===== src/rtl/bcd_countdown_timer.sv =====
// MM:SS BCD countdown timer with keypad entry, seconds prescaler, pause/cancel
// and door interlock; done pulses for one cycle when the count reaches 0:00.
module bcd_countdown_timer #(
  parameter int unsigned MIN_DIGITS = 2,
  parameter int unsigned TICK_DIV   = 1000
) (
  input  logic                    clk,
  input  logic                    clear,
  input  logic                    digit_valid,
  input  logic [3:0]              digit,
  input  logic                    start,
  input  logic                    pause,
  input  logic                    cancel,
  input  logic                    door_closed,
  output logic [3:0]              sec_ones,
  output logic [3:0]              sec_tens,
  output logic [4*MIN_DIGITS-1:0] mins,
  output logic                    running,
  output logic                    paused,
  output logic                    zero,
  output logic                    done
);

  localparam int unsigned PW = (TICK_DIV > 1) ? $clog2(TICK_DIV) : 1;
  localparam logic [PW-1:0] PRESC_MAX = PW'(TICK_DIV - 1);

  typedef enum logic [1:0] {
    IDLE,
    RUN,
    PAUSE
  } state_t;

  state_t                  state_q, state_d;
  logic [3:0]              sec_ones_q, sec_ones_d;
  logic [3:0]              sec_tens_q, sec_tens_d;
  logic [4*MIN_DIGITS-1:0] mins_q, mins_d;
  logic [PW-1:0]           presc_q, presc_d;
  logic                    running_q, running_d;
  logic                    paused_q, paused_d;
  logic                    done_q, done_d;

  logic                    tick;
  logic [3:0]              dec_ones, dec_tens;
  logic [4*MIN_DIGITS-1:0] dec_mins;
  logic                    dec_zero;

  assign zero = (sec_ones_q == 4'd0) && (sec_tens_q == 4'd0) && (mins_q == '0);
  assign tick = (state_q == RUN) && door_closed && (presc_q == PRESC_MAX);

  // One-second BCD decrement; entered seconds above 59 are counted down as-is.
  always_comb begin : dec_logic
    logic borrow;
    dec_ones = sec_ones_q;
    dec_tens = sec_tens_q;
    dec_mins = mins_q;
    borrow   = 1'b0;
    if (sec_ones_q != 4'd0) begin
      dec_ones = sec_ones_q - 4'd1;
    end else if (sec_tens_q != 4'd0) begin
      dec_ones = 4'd9;
      dec_tens = sec_tens_q - 4'd1;
    end else begin
      dec_ones = 4'd9;
      dec_tens = 4'd5;
      borrow   = 1'b1;
      for (int unsigned i = 0; i < MIN_DIGITS; i++) begin
        if (borrow) begin
          if (mins_q[4*i +: 4] == 4'd0) begin
            dec_mins[4*i +: 4] = 4'd9;
          end else begin
            dec_mins[4*i +: 4] = mins_q[4*i +: 4] - 4'd1;
            borrow             = 1'b0;
          end
        end
      end
    end
    dec_zero = (dec_ones == 4'd0) && (dec_tens == 4'd0) && (dec_mins == '0);
  end

  // A higher-priority strobe masks lower ones even when it has no effect itself.
  always_comb begin
    state_d    = state_q;
    sec_ones_d = sec_ones_q;
    sec_tens_d = sec_tens_q;
    mins_d     = mins_q;
    presc_d    = presc_q;
    done_d     = 1'b0;
    if (cancel) begin
      state_d    = IDLE;
      sec_ones_d = '0;
      sec_tens_d = '0;
      mins_d     = '0;
    end else begin
      unique case (state_q)
        IDLE: begin
          if (!pause) begin
            if (start) begin
              if (door_closed) begin
                state_d = RUN;
                presc_d = '0;
                if (zero) sec_tens_d = 4'd3;
              end
            end else if (digit_valid && (digit <= 4'd9)) begin
              sec_ones_d = digit;
              sec_tens_d = sec_ones_q;
              mins_d[3:0] = sec_tens_q;
              for (int unsigned i = 1; i < MIN_DIGITS; i++) begin
                mins_d[4*i +: 4] = mins_q[4*(i-1) +: 4];
              end
            end
          end
        end
        RUN: begin
          if (pause || !door_closed) begin
            state_d = PAUSE;
          end else if (tick) begin
            presc_d    = '0;
            sec_ones_d = dec_ones;
            sec_tens_d = dec_tens;
            mins_d     = dec_mins;
            if (dec_zero) begin
              state_d = IDLE;
              done_d  = 1'b1;
            end
          end else begin
            presc_d = presc_q + PW'(1);
          end
        end
        PAUSE: begin
          if (!pause && start && door_closed) begin
            state_d = RUN;
            presc_d = '0;
          end
        end
        default: state_d = IDLE;
      endcase
    end
    running_d = (state_d == RUN);
    paused_d  = (state_d == PAUSE);
  end

  always_ff @(posedge clk) begin
    if (clear) begin
      state_q    <= IDLE;
      sec_ones_q <= '0;
      sec_tens_q <= '0;
      mins_q     <= '0;
      presc_q    <= '0;
      running_q  <= 1'b0;
      paused_q   <= 1'b0;
      done_q     <= 1'b0;
    end else begin
      state_q    <= state_d;
      sec_ones_q <= sec_ones_d;
      sec_tens_q <= sec_tens_d;
      mins_q     <= mins_d;
      presc_q    <= presc_d;
      running_q  <= running_d;
      paused_q   <= paused_d;
      done_q     <= done_d;
    end
  end

  assign sec_ones = sec_ones_q;
  assign sec_tens = sec_tens_q;
  assign mins     = mins_q;
  assign running  = running_q;
  assign paused   = paused_q;
  assign done     = done_q;

endmodule


===== config.mk =====
export PLATFORM = sky130hd
export DESIGN_NAME = bcd_countdown_timer
export DESIGN_NICKNAME = d
export VERILOG_FILES = /design/src/rtl/bcd_countdown_timer.sv
export SDC_FILE = /design/constraint.sdc
export NUM_CORES = 1
export LEC_CHECK = 0
export CAP_MARGIN = 10
export CORE_UTILIZATION = 55
export DETAILED_ROUTE_END_ITERATION = 16
export PLACE_DENSITY = 0.82
export SLEW_MARGIN = 5
export SYNTH_ARGS = -nofsm -noshare
export SYNTH_HDL_FRONTEND = slang
export SYNTH_SLANG_ARGS = --single-unit
export TNS_END_PERCENT = 20

===== constraint.sdc =====
create_clock -name clk -period 4.2 [get_ports clk]
set_input_delay 0.42 -clock clk [delete_from_list [all_inputs] [get_ports clk]]
set_output_delay 0.42 -clock clk [all_outputs]
set_load 0.005 [all_outputs]

==> results of run 1 <==
routing by layer:
layer / up-vias / part of all wire, % / GRT usage, %
li1: 951 / - / -
met1: 867 / 47 / 39.1
met2: 58 / 46 / 44.4
met3: 10 / 4.9 / 6.82
met4: 0 / 1.7 / 10.1
met5: - / 0 / 0
placed cells by master, fill, tap and decap left out, types with 6 or more instances in the layout:
cell,instances
a21oi_1,19
clkdlybuf4s50_1,30
dfxtp_1,31
inv_1,6
nand2_1,21
nand3_1,10
nand4_1,8
nor2_1,26
nor3_1,8
nor4_1,6
o21ai_0,16
or3_1,7
critical path: stages, from the launching register on:
cell             delay (ns)
dfxtp_1                0.36
inv_1                  0.11
ha_1                   0.22
nor3b_2                0.43
nand4_1                0.34
nor3_1                 0.28
clkdlybuf4s50_1        0.55
stage by stage:
stage | area [sq um] | setup WS (ns)
floorplan | 1880 | 2.30
global placement | 2190 | 1.67
detailed placement | 2190 | 1.53
CTS | 2280 | 1.16
global route | 2280 | 0.884
finish | 2280 | 1.15
registers in the layout, summed over array words and instances (netlist names):
register,cells
presc_q,10
running,1
sec_tens,4
done,1
sec_ones,4
state_q,2
mins,8
paused,1
where the power goes:
part / switching (uW) / internal, uW
clock: 108 / 141
combinational: 41.6 / 29.0
sequential: 2.88 / 295
total: 152 / 465
final timing paths:
check                      to  slack (ns)
setup / recovery         zero        1.15
hold / removal     presc_q[9]        0.50
setup reg to reg  sec_ones[1]        1.85
hold reg to reg    presc_q[9]        0.50
final cells by class:
class | instances | area, sq um | area share, %
multi-input combinational | 190 | 1180 | 52.0
sequential | 31 | 621 | 27.3
tap | 44 | 55.1 | 2.42
clock inverter | 2 | 35.0 | 1.54
clock buffer | 6 | 51.3 | 2.25
inverter | 6 | 22.5 | 0.990
timing repair buffer | 31 | 308 | 13.5
synthesized netlist by cell type (all sizes together) (2+ instances only):
cell,number,area (sq um)
and2,2,12.5
or3,7,43.8
o211ai,3,22.5
mux2i,3,30.0
nand2b,3,18.8
xor2,2,17.5
nand3,10,50.1
a2bb2oi,2,17.5
buf,6,32.5
nor2b,2,12.5
a31oi,2,12.5
nand3b,2,15.0
ha,3,37.5
nand2,21,78.8
nor3,9,50.1
inv,6,22.5
nor4,7,50.1
o32ai,3,41.3
nand4,8,50.1
nor2,26,97.6
and4,3,26.3
clkbuf,7,26.3
dfxtp,31,621
xnor2,2,17.5
o31ai,4,35.0
a211oi,3,27.5
or2,2,12.5
nor3b,5,42.5
o21a,2,15.0
a21oi,20,104
o21ai,19,95.1
kinds of logic (layout without fill, tap and decap cells):
| family | after synthesis | in the layout | share of synthesized area [%] |
|---|---|---|---|
| simple gates | 110 | 110 | 31.4 |
| compound gates | 70 | 70 | 25.9 |
| flops | 31 | 31 | 33.0 |
| buf+inv | 19 | 45 | 4.32 |
| xor+xnor | 4 | 4 | 1.86 |
| fa+ha+maj | 3 | 3 | 1.99 |
| mux | 3 | 3 | 1.59 |
==> qor.yml, run 1 <==
antenna_found_initial: 0
clock_latency_ns: 0.34
ant_nets: 0
num_vias: 1886
syn_nets: 254
routed_wl_mm: 4.69
hp-class: "reg -> reg"
grt_pass1_vias: 1646
clockRootBuffer: "clkbuf_4"
cts.sinks: 31
ir_drop_uv: 182
antenna_cells: 0
cts_hold_buf: 0
grt_start_max_net_pins: 19
finalPower_uw: 617
synthCells: 240
die_h_um: 60.5
syn-mean-instance-area_sq_um: 7.85
route.detailed.drc: 0
cp-startpoint: "sec_ones[1]"
hold_violations: 0
grt_use_total_pct: 28.7
r2r-start: "state_q[1]"
status: "finished, final reports clean"
synth_cell_type_count: 56
rsz0062_at_grt: "false"
cp-end-kind: "primary output"
synth_edf_count: 0
initial_core_util_pct: 59.7
finalSetupViolations: 0
numCtsBuffers: 5
worstPathMaxFanout: 8
min_path_cells: 2
htreeDepth: 2
hpwlAfterDp_mm: 3.36
fin_nets: 279
worstSetupPathType: "reg -> out"
yosys_warnings: 0
clockBufferDepth: 2
clock.fmax_mhz: 328
cts_resized: 0
clock_skew_ns: 0.0170
io_buffers: 30
post_drt_wl_per_cell_um: 15.1
slew_headroom_pct: 39.5
leakage_uw: 0.000748
post_cts_buffers: 0
critPathArrivalTime_ns: 2.63
syn-cell-area_sq_um: 1880
timing.final.crit_share_pct: 72.7
gp_congestion: 0.978
worst_slew_pin_slew_ns: 0.904
required_ns: 3.78
gr-total-overflow: 0
detail_route.first_pass.iterations: 4
timing.hold.ws_ns: 0.498
synthArstFlopShare_pct: 0
core_sq_um: 3150
ios: 31
ys_ff_latch: 31
r2r.worst_path.cells: 5
final_cell_count_no_fill: 310
viasPerCell: 6.08
drive_gt1_share_pct: 8.65
dieArea_sq_um: 3660
synthFlopType: "dfxtp_1"
min_period_ns: 3.05
grt_pass1_wl_mm: 7.85
setup_tns_ns: 0
final_util_pct: 72.2
cts.clk_slew.worst_paths_ns: 0.11
drt_iter0_markers: 185
dp.cells: 302
hold_start: "presc_q[9]"
ys_seq_area_share_pct: 33.0
slew_violations: 0
p_per_area_nw_per_um2: 271
row_count: 20
dieWidth_um: 60.5
critPathLaunchType: "register"
nFillCells: 264
cts_tree: "done"
max-cap-violations: 0
area_growth_pct: 20.9
Power figures use the tool's default switching activity.
==> run 2, diff against run 1 <==
--- a/config.mk
+++ b/config.mk
@@ -6,9 +6,9 @@
 export NUM_CORES = 1
 export LEC_CHECK = 0
 export CAP_MARGIN = 10
-export CORE_UTILIZATION = 55
+export CORE_UTILIZATION = 48
 export DETAILED_ROUTE_END_ITERATION = 16
-export PLACE_DENSITY = 0.82
+export PLACE_DENSITY = 0.76
 export SLEW_MARGIN = 5
 export SYNTH_ARGS = -nofsm -noshare
 export SYNTH_HDL_FRONTEND = slang
==> constraint.sdc (replaced) <==
create_clock -name clk -period 2.6 [get_ports clk]
set_input_delay 0.26 -clock clk [delete_from_list [all_inputs] [get_ports clk]]
set_output_delay 0.26 -clock clk [all_outputs]
set_load 0.005 [all_outputs]
==> run 2 against run 1 <==
Sequential cell count stayed put. Clock power grew 51%. Largest cell class unchanged. Via count increased by 4.9%. Critical path depth shrank 2. Routed wire length is 4.2% higher. Largest power group unchanged. Highest routed layer unchanged.
==> qor.yml, run 2 (synthesis gave the netlist of run 1 again) <==
status: "finished, final reports clean"
max-cap-violations: 0  # unchanged
layout_common_cells: "dfxtp_1 (31), clkdlybuf4s50_1 (30), nor2_1 (26)"
ios: 31  # unchanged
final_common_cell: "dfxtp_1"
detail_route.first_pass.iterations: 5  # +1
gp_congestion: 0.876  # -10%
clock_skew_ns: 0.00632  # -0.0106 ns
worst_slew_pin_slew_ns: 0.673  # -0.231 ns
grt_pass1_wl_mm: 8.07  # +2.7%
dieWidth_um: 64.6  # +6.8%
ant_nets: 0  # unchanged
viasPerCell: 6.09  # about the same
grt_use_total_pct: 25.4  # -3.3 points
clock.fmax_mhz: 404
grt_pass1_vias: 1692  # +2.8%
dieArea_sq_um: 4180  # +14%
finalPower_uw: 985  # +60%
cp-end-kind: "primary output"
antenna_found_initial: 0  # unchanged
r2r-start: "sec_tens[0]"
slew_headroom_pct: 54.8  # +15 points
finalSetupViolations: 0  # unchanged
largest-register: "presc_q"
critPathLaunchType: "register"
setup_tns_ns: 0  # unchanged
worstReg2RegEnd: "sec_tens[0]"
slew_violations: 0  # unchanged
final_util_pct: 63.9  # -8.3 points
cp-startpoint: "sec_tens[0]"
post_drt_wl_per_cell_um: 15.0  # -0.59%
required_ns: 2.34  # -1.44 ns
rsz0062_at_grt: "false"
worstPathMaxFanout: 6  # -2
row_count: 22  # +10%
setup_slack_ns: 0.123  # -1.02 ns
initial_core_util_pct: 50.7  # -9.0 points
top_layer_used: "met4"
clockBufferDepth: 2  # unchanged
timing.final.crit_share_pct: 95.3
clockRootBuffer: "clkbuf_8"
largest_register_ffs: 10  # unchanged
route.detailed.drc: 0  # unchanged
numCtsBuffers: 5  # unchanged
leakage_uw: 0.000800  # +6.9%
area_growth_pct: 26.0
core_sq_um: 3720  # +18%
cts.clk_slew.worst_paths_ns: 0.07  # -0.04 ns
htreeDepth: 2  # unchanged
wl_met1_mm: 2.30  # +4.0%
r2r.worst_path.cells: 5  # unchanged
endpoint: "zero"
gr-total-overflow: 0  # unchanged
hpwlAfterDp_mm: 3.52  # +4.7%
fin_nets: 290  # +3.9%
worstSetupPathType: "reg -> out"
ir_drop_uv: 304  # +67%
r2r_slack_ns: 0.42  # -1.43 ns
place_ws_ns: 0.281  # -1.25 ns
antenna_cells: 0  # unchanged
cts.sinks: 31  # unchanged
cts_tree: "done"
critPathArrivalTime_ns: 2.22  # -0.41 ns
hp-class: "reg -> reg"
met2_length_mm: 2.13  # -1.8%
hold_violations: 0  # unchanged
num_vias: 1979  # +4.9%
drive_gt1_share_pct: 12.3  # +3.6 points
p_per_area_nw_per_um2: 415  # +53%
die_h_um: 64.6  # +6.8%
met3_length_um: 329  # +42%
io_buffers: 30  # unchanged
grt_start_max_net_pins: 24  # +5
min_period_ns: 2.48
clock_latency_ns: 0.29  # -0.05 ns
drt_iter0_markers: 158  # -15%
routed_wl_mm: 4.89  # +4.2%
cts_hold_buf: 0  # unchanged
-- run 2: changes by cell type in the layout (fill, tap and decap cells not counted) --
cell        previous run  this run
clkbuf_4               5         0
clkbuf_1               0         1
buf_4                  1        12
nor3_2                 1         2
clkbuf_8               1         5
nor3b_4                0         1
clkinvlp_4             0         1
bufinv_16              1         0
nor3b_2                1         0
nor3_1                 8         7
-- run 2: worst min path at each step --
stage / start / end / slack, ns / cells past startpoint
after floorplan: clear / presc_q[1] / 0.33 / 1
after global placement: presc_q[9] / presc_q[9] / 0.47 / 2
after detailed placement: presc_q[9] / presc_q[9] / 0.47 / 2
after CTS: presc_q[9] / presc_q[9] / 0.49 / 2
after global routing: presc_q[1] / presc_q[1] / 0.53 / 2
final: presc_q[9] / presc_q[9] / 0.48 / 2
-- run 2: per-layer routing --
layer	GRT usage, %	vias to the layer above
li1	-	969
met1	33.5	907
met2	38.4	92
met3	5.63	11
met4	13.1	0
met5	0	-
-- run 2: per-stage QoR --
step,hold WS (ns),instances,cell area (sq um)
floorplan,0.329,240,1880
global placement,0.467,315,2260
detailed placement,0.472,315,2260
CTS,0.485,323,2350
global route,0.530,325,2370
finish,0.484,325,2370
-- run 2: timing repair --
action / CTS / global route
setup endpoints to repair: 1 / 1
resized for setup: 1 / 1
cloned: 0 / 0
buffers inserted: 0 / 2
-- run 2: final cells by class --
| type | count | area (sq um) |
|---|---|---|
| timing repair buffer | 42 | 390 |
| tap | 48 | 60.1 |
| multi-input combinational | 190 | 1190 |
| fill | 336 | 1340 |
| clock inverter | 2 | 12.5 |
| inverter | 6 | 22.5 |
| clock buffer | 6 | 72.6 |
| sequential | 31 | 621 |
-- run 2: power by group --
group	switching [uW]	internal (uW)	total, uW
Clock	187	187	374
Sequential	3.83	478	481
Combinational	72.3	57.2	130
Total	264	721	985
-- run 2: critical path, stage by stage (launching register included) --
cell and delay, ns:
dfxtp_1 0.33, nor4_2 0.63, nand4_1 0.25, nor3_2 0.19, clkdlybuf4s50_1 0.53
==> run 3, diff against run 2 <==
--- a/config.mk
+++ b/config.mk
@@ -5,7 +5,8 @@
 export SDC_FILE = /design/constraint.sdc
 export NUM_CORES = 1
 export LEC_CHECK = 0
-export CAP_MARGIN = 10
+export ABC_AREA = 1
+export CAP_MARGIN = 20
 export CORE_UTILIZATION = 48
 export DETAILED_ROUTE_END_ITERATION = 16
 export PLACE_DENSITY = 0.76
==> run 3 against run 2 <==
Synthesized cell count up 31%. Combinational power up 40%. Die area is 2.6% higher. Sequential cell count unchanged. Non-clock buffer count down 9. Final cell count is 22% higher. Setup slack better by 0.050 ns. Largest cell class unchanged.
==> qor.yml, run 3 <==
synthArstFlopShare_pct: 0  # unchanged
clock_latency_ns: 0.29  # about the same
clockRootBuffer: "clkbuf_8"
cpMostUsedCell: "nand2_2"
grt_pass1_vias: 1768  # +4.5%
detail_route.first_pass.iterations: 4  # -1
final_util_pct: 63.3  # -0.57 points
synth_fa_ha_area_share_pct: 1.94  # -0.053 points
io_buffers: 30  # unchanged
cp_cell_sequence: "inv_1, ha_1, nand2_2, nor2_4, nand2_2, inv_2, nand2_2, inv_2, clkdlybuf4s50_1"
clkPwrFrac_pct: 41.9  # +3.9 points
clock_skew_ns: 0.00486  # -0.00146 ns
drive_gt1_share_pct: 8.91  # -3.4 points
synth_top_area_share_pct: 32.1  # -0.87 points
use_met2_pct: 42.7  # +4.2 points
largest-register: "presc_q"
synth_top_family_by_area: "simple AND/OR/NAND/NOR gates"
ir_drop_uv: 297  # -2.4%
cp-end-kind: "primary output"
p_comb_share_pct: 15.8  # +2.7 points
p_per_area_nw_per_um2: 483  # +16%
status: "finished, final reports clean"
dp.cells: 388  # +23%
timing.final.crit_share_pct: 93.3  # -1.9 points
drt_iter0_markers: 226  # +43%
clockBufferDepth: 2  # unchanged
dieArea_sq_um: 4290  # +2.6%
ys_ff_latch: 31  # unchanged
rsz0062_at_grt: "false"
hpwlAfterDp_mm: 3.57  # +1.4%
ios: 31  # unchanged
synthSimpleGateAreaFrac_pct: 38.6  # +7.2 points
dieWidth_um: 65.5  # +1.3%
slew_violations: 0  # unchanged
numCtsBuffers: 5  # unchanged
yosys_warnings: 0  # unchanged
ant_nets: 0  # unchanged
initial_core_util_pct: 51.3  # +0.62 points
ys_seq_area_share_pct: 32.1  # -0.87 points
p_sw_uw: 315  # +20%
grt_pass1_wl_mm: 8.02  # -0.52%
finalPower_uw: 1150  # +17%
post_dp_cell_area_sq_um: 2270  # +0.55%
cp_slowest_cell: "clkdlybuf4s50_1"
synth_cell_type_count: 30  # -46%
critPathArrivalTime_ns: 2.17  # -0.05 ns
grt_use_met1_pct: 29.9  # -3.6 points
p_sw_share_pct: 27.3  # +0.57 points
post_cts_buffers: 0  # unchanged
core_sq_um: 3770  # +1.5%
worstSetupPathType: "reg -> out"
synth.top_cells.by_count: "nand2_1 (78), nor2_1 (45), inv_1 (35)"
p_seq_share_pct: 42.3  # -6.6 points
hold_violations: 0  # unchanged
synthMuxAreaShare_pct: 0  # -1.6 points
syn-mean-instance-area_sq_um: 6.16  # -21%
cts.sinks: 31  # unchanged
synth_edf_count: 0  # unchanged
yosys.area.top_type: "dfxtp_1"
p_int_uw: 838  # +16%
final_area_sq_um: 2390  # +0.58%
syn_nets: 328  # +29%
required_ns: 2.34  # about the same
viasPerCell: 5.11  # -16%
cts_hold_buf: 0  # unchanged
setup_tns_ns: 0  # unchanged
grt_start_max_net_pins: 14  # -42%
num_vias: 2024  # +2.3%
finalSetupViolations: 0  # unchanged
row_count: 22  # unchanged
antenna_found_initial: 0  # unchanged
synthFlopType: "dfxtp_1"
grt.busiest_layer: "met2"
gp_congestion: 0.918  # +4.8%
clock.fmax_mhz: 412  # +2.1%
grt_use_total_pct: 24.4  # -0.94 points
worst_slew_pin_slew_ns: 0.493  # -0.180 ns
gr-total-overflow: 0  # unchanged
cts_resized: 0  # -1
layout_common_cells: "nand2_1 (78), nor2_1 (45), inv_1 (35)"
cts.clk_slew.worst_paths_ns: 0.07  # about the same
final_common_cell: "nand2_1"
fin_nets: 361  # +24%
synth.most_common_cell: "nand2_1"
area_growth_pct: 23.4
final_cell_count_no_fill: 396  # +22%
die_h_um: 65.5  # +1.3%
critPathLaunchType: "register"
path_delay_family: "buffers and inverters"
htreeDepth: 2  # unchanged
synth_xor_area_share_pct: 1.36  # -0.50 points
largest_register_ffs: 10  # unchanged
max_stage_delay_ns: 0.49  # -0.14 ns
max-cap-violations: 0  # unchanged
route.detailed.drc: 0  # unchanged
syn-cell-area_sq_um: 1930  # +2.7%
hp-class: "reg -> reg"
crit_buf_inv: 4  # +3
leakage_uw: 0.000977  # +22%
min_period_ns: 2.43  # -0.0503 ns
antenna_cells: 0  # unchanged
synth_compound_area_share_pct: 15.7  # -10 points
synth_area_leaders: "dfxtp_1 (32%), nand2_1 (15%), nor2_1 (8.7%)"
cts_tree: "done"
routed_wl_mm: 4.73  # -3.3%
post_drt_wl_per_cell_um: 11.9  # -21%
worstPathMaxFanout: 7  # +1
synthCells: 314  # +31%
grt_util_met3_pct: 4.86  # -0.77 points
slew_headroom_pct: 66.8  # +12 points
run 3: cell types whose count changed after synthesis, moves of 4 or more:
cell / previous run / this run
o21ai_0: 16 / 22
nor2_1: 26 / 45
nor2_2: 0 / 4
inv_1: 6 / 35
inv_2: 0 / 6
nand4_1: 8 / 2
or3_1: 7 / 0
a21oi_1: 19 / 26
nand3_1: 10 / 18
nand2_2: 0 / 6
nand2_1: 21 / 78
run 3: worst min-delay path, stage by stage (launching register included):
cell and delay [ns]:
dfxtp_1 0.33, nand2_1 0.06, a21oi_1 0.06
run 3: layout make-up:
cell class	instances	area, sq um
tap	48	60.1
timing repair buffer	33	323
clock inverter	3	43.8
sequential	31	621
inverter	42	159
clock buffer	5	68.8
multi-input combinational	234	1110
fill	359	1380
run 3: power by group through the flow:
stage	combinational, uW	sequential [uW]	clock (uW)
after floorplan	120	498	0
after global placement	180	499	0
after detailed placement	180	499	0
after CTS	181	488	489
after global routing	207	489	516
final	182	488	483
run 3: path summary, 6_finish.rpt:
check	startpoint	endpoint	slack, ns	cells after the start
setup / recovery	sec_ones[0]	zero	0.17	9
hold / removal	presc_q[1]	presc_q[1]	0.49	2
setup reg to reg	sec_ones[0]	running	0.55	11
hold reg to reg	presc_q[1]	presc_q[1]	0.49	2
run 3: logic make-up (layout without fill, tap and decap cells):
| group | after synthesis | in the layout |
|---|---|---|
| and+or+nand+nor | 171 | 171 |
| AOI/OAI and AO/OA | 57 | 57 |
| buffers and inverters | 49 | 83 |
| DFF | 31 | 31 |
| xor gates and xnor gates | 3 | 3 |
| adders and majority gates | 3 | 3 |
run 3: routing by layer:
layer  vias up  share of wire, %
met2        64                48
met4         0               1.1
li1       1074                 -
met1       879                45
met5         -                 0
met3         7               5.5
run 3: through the flow:
stage | setup WS (ns) | hold slack [ns]
6_report | 0.174 | 0.492
5_1_grt | 0.00115 | 0.522
4_1_cts | 0.178 | 0.497
3_5_place_dp | 0.455 | 0.487
3_3_place_gp | 0.489 | 0.485
2_1_floorplan | 0.927 | 0.329
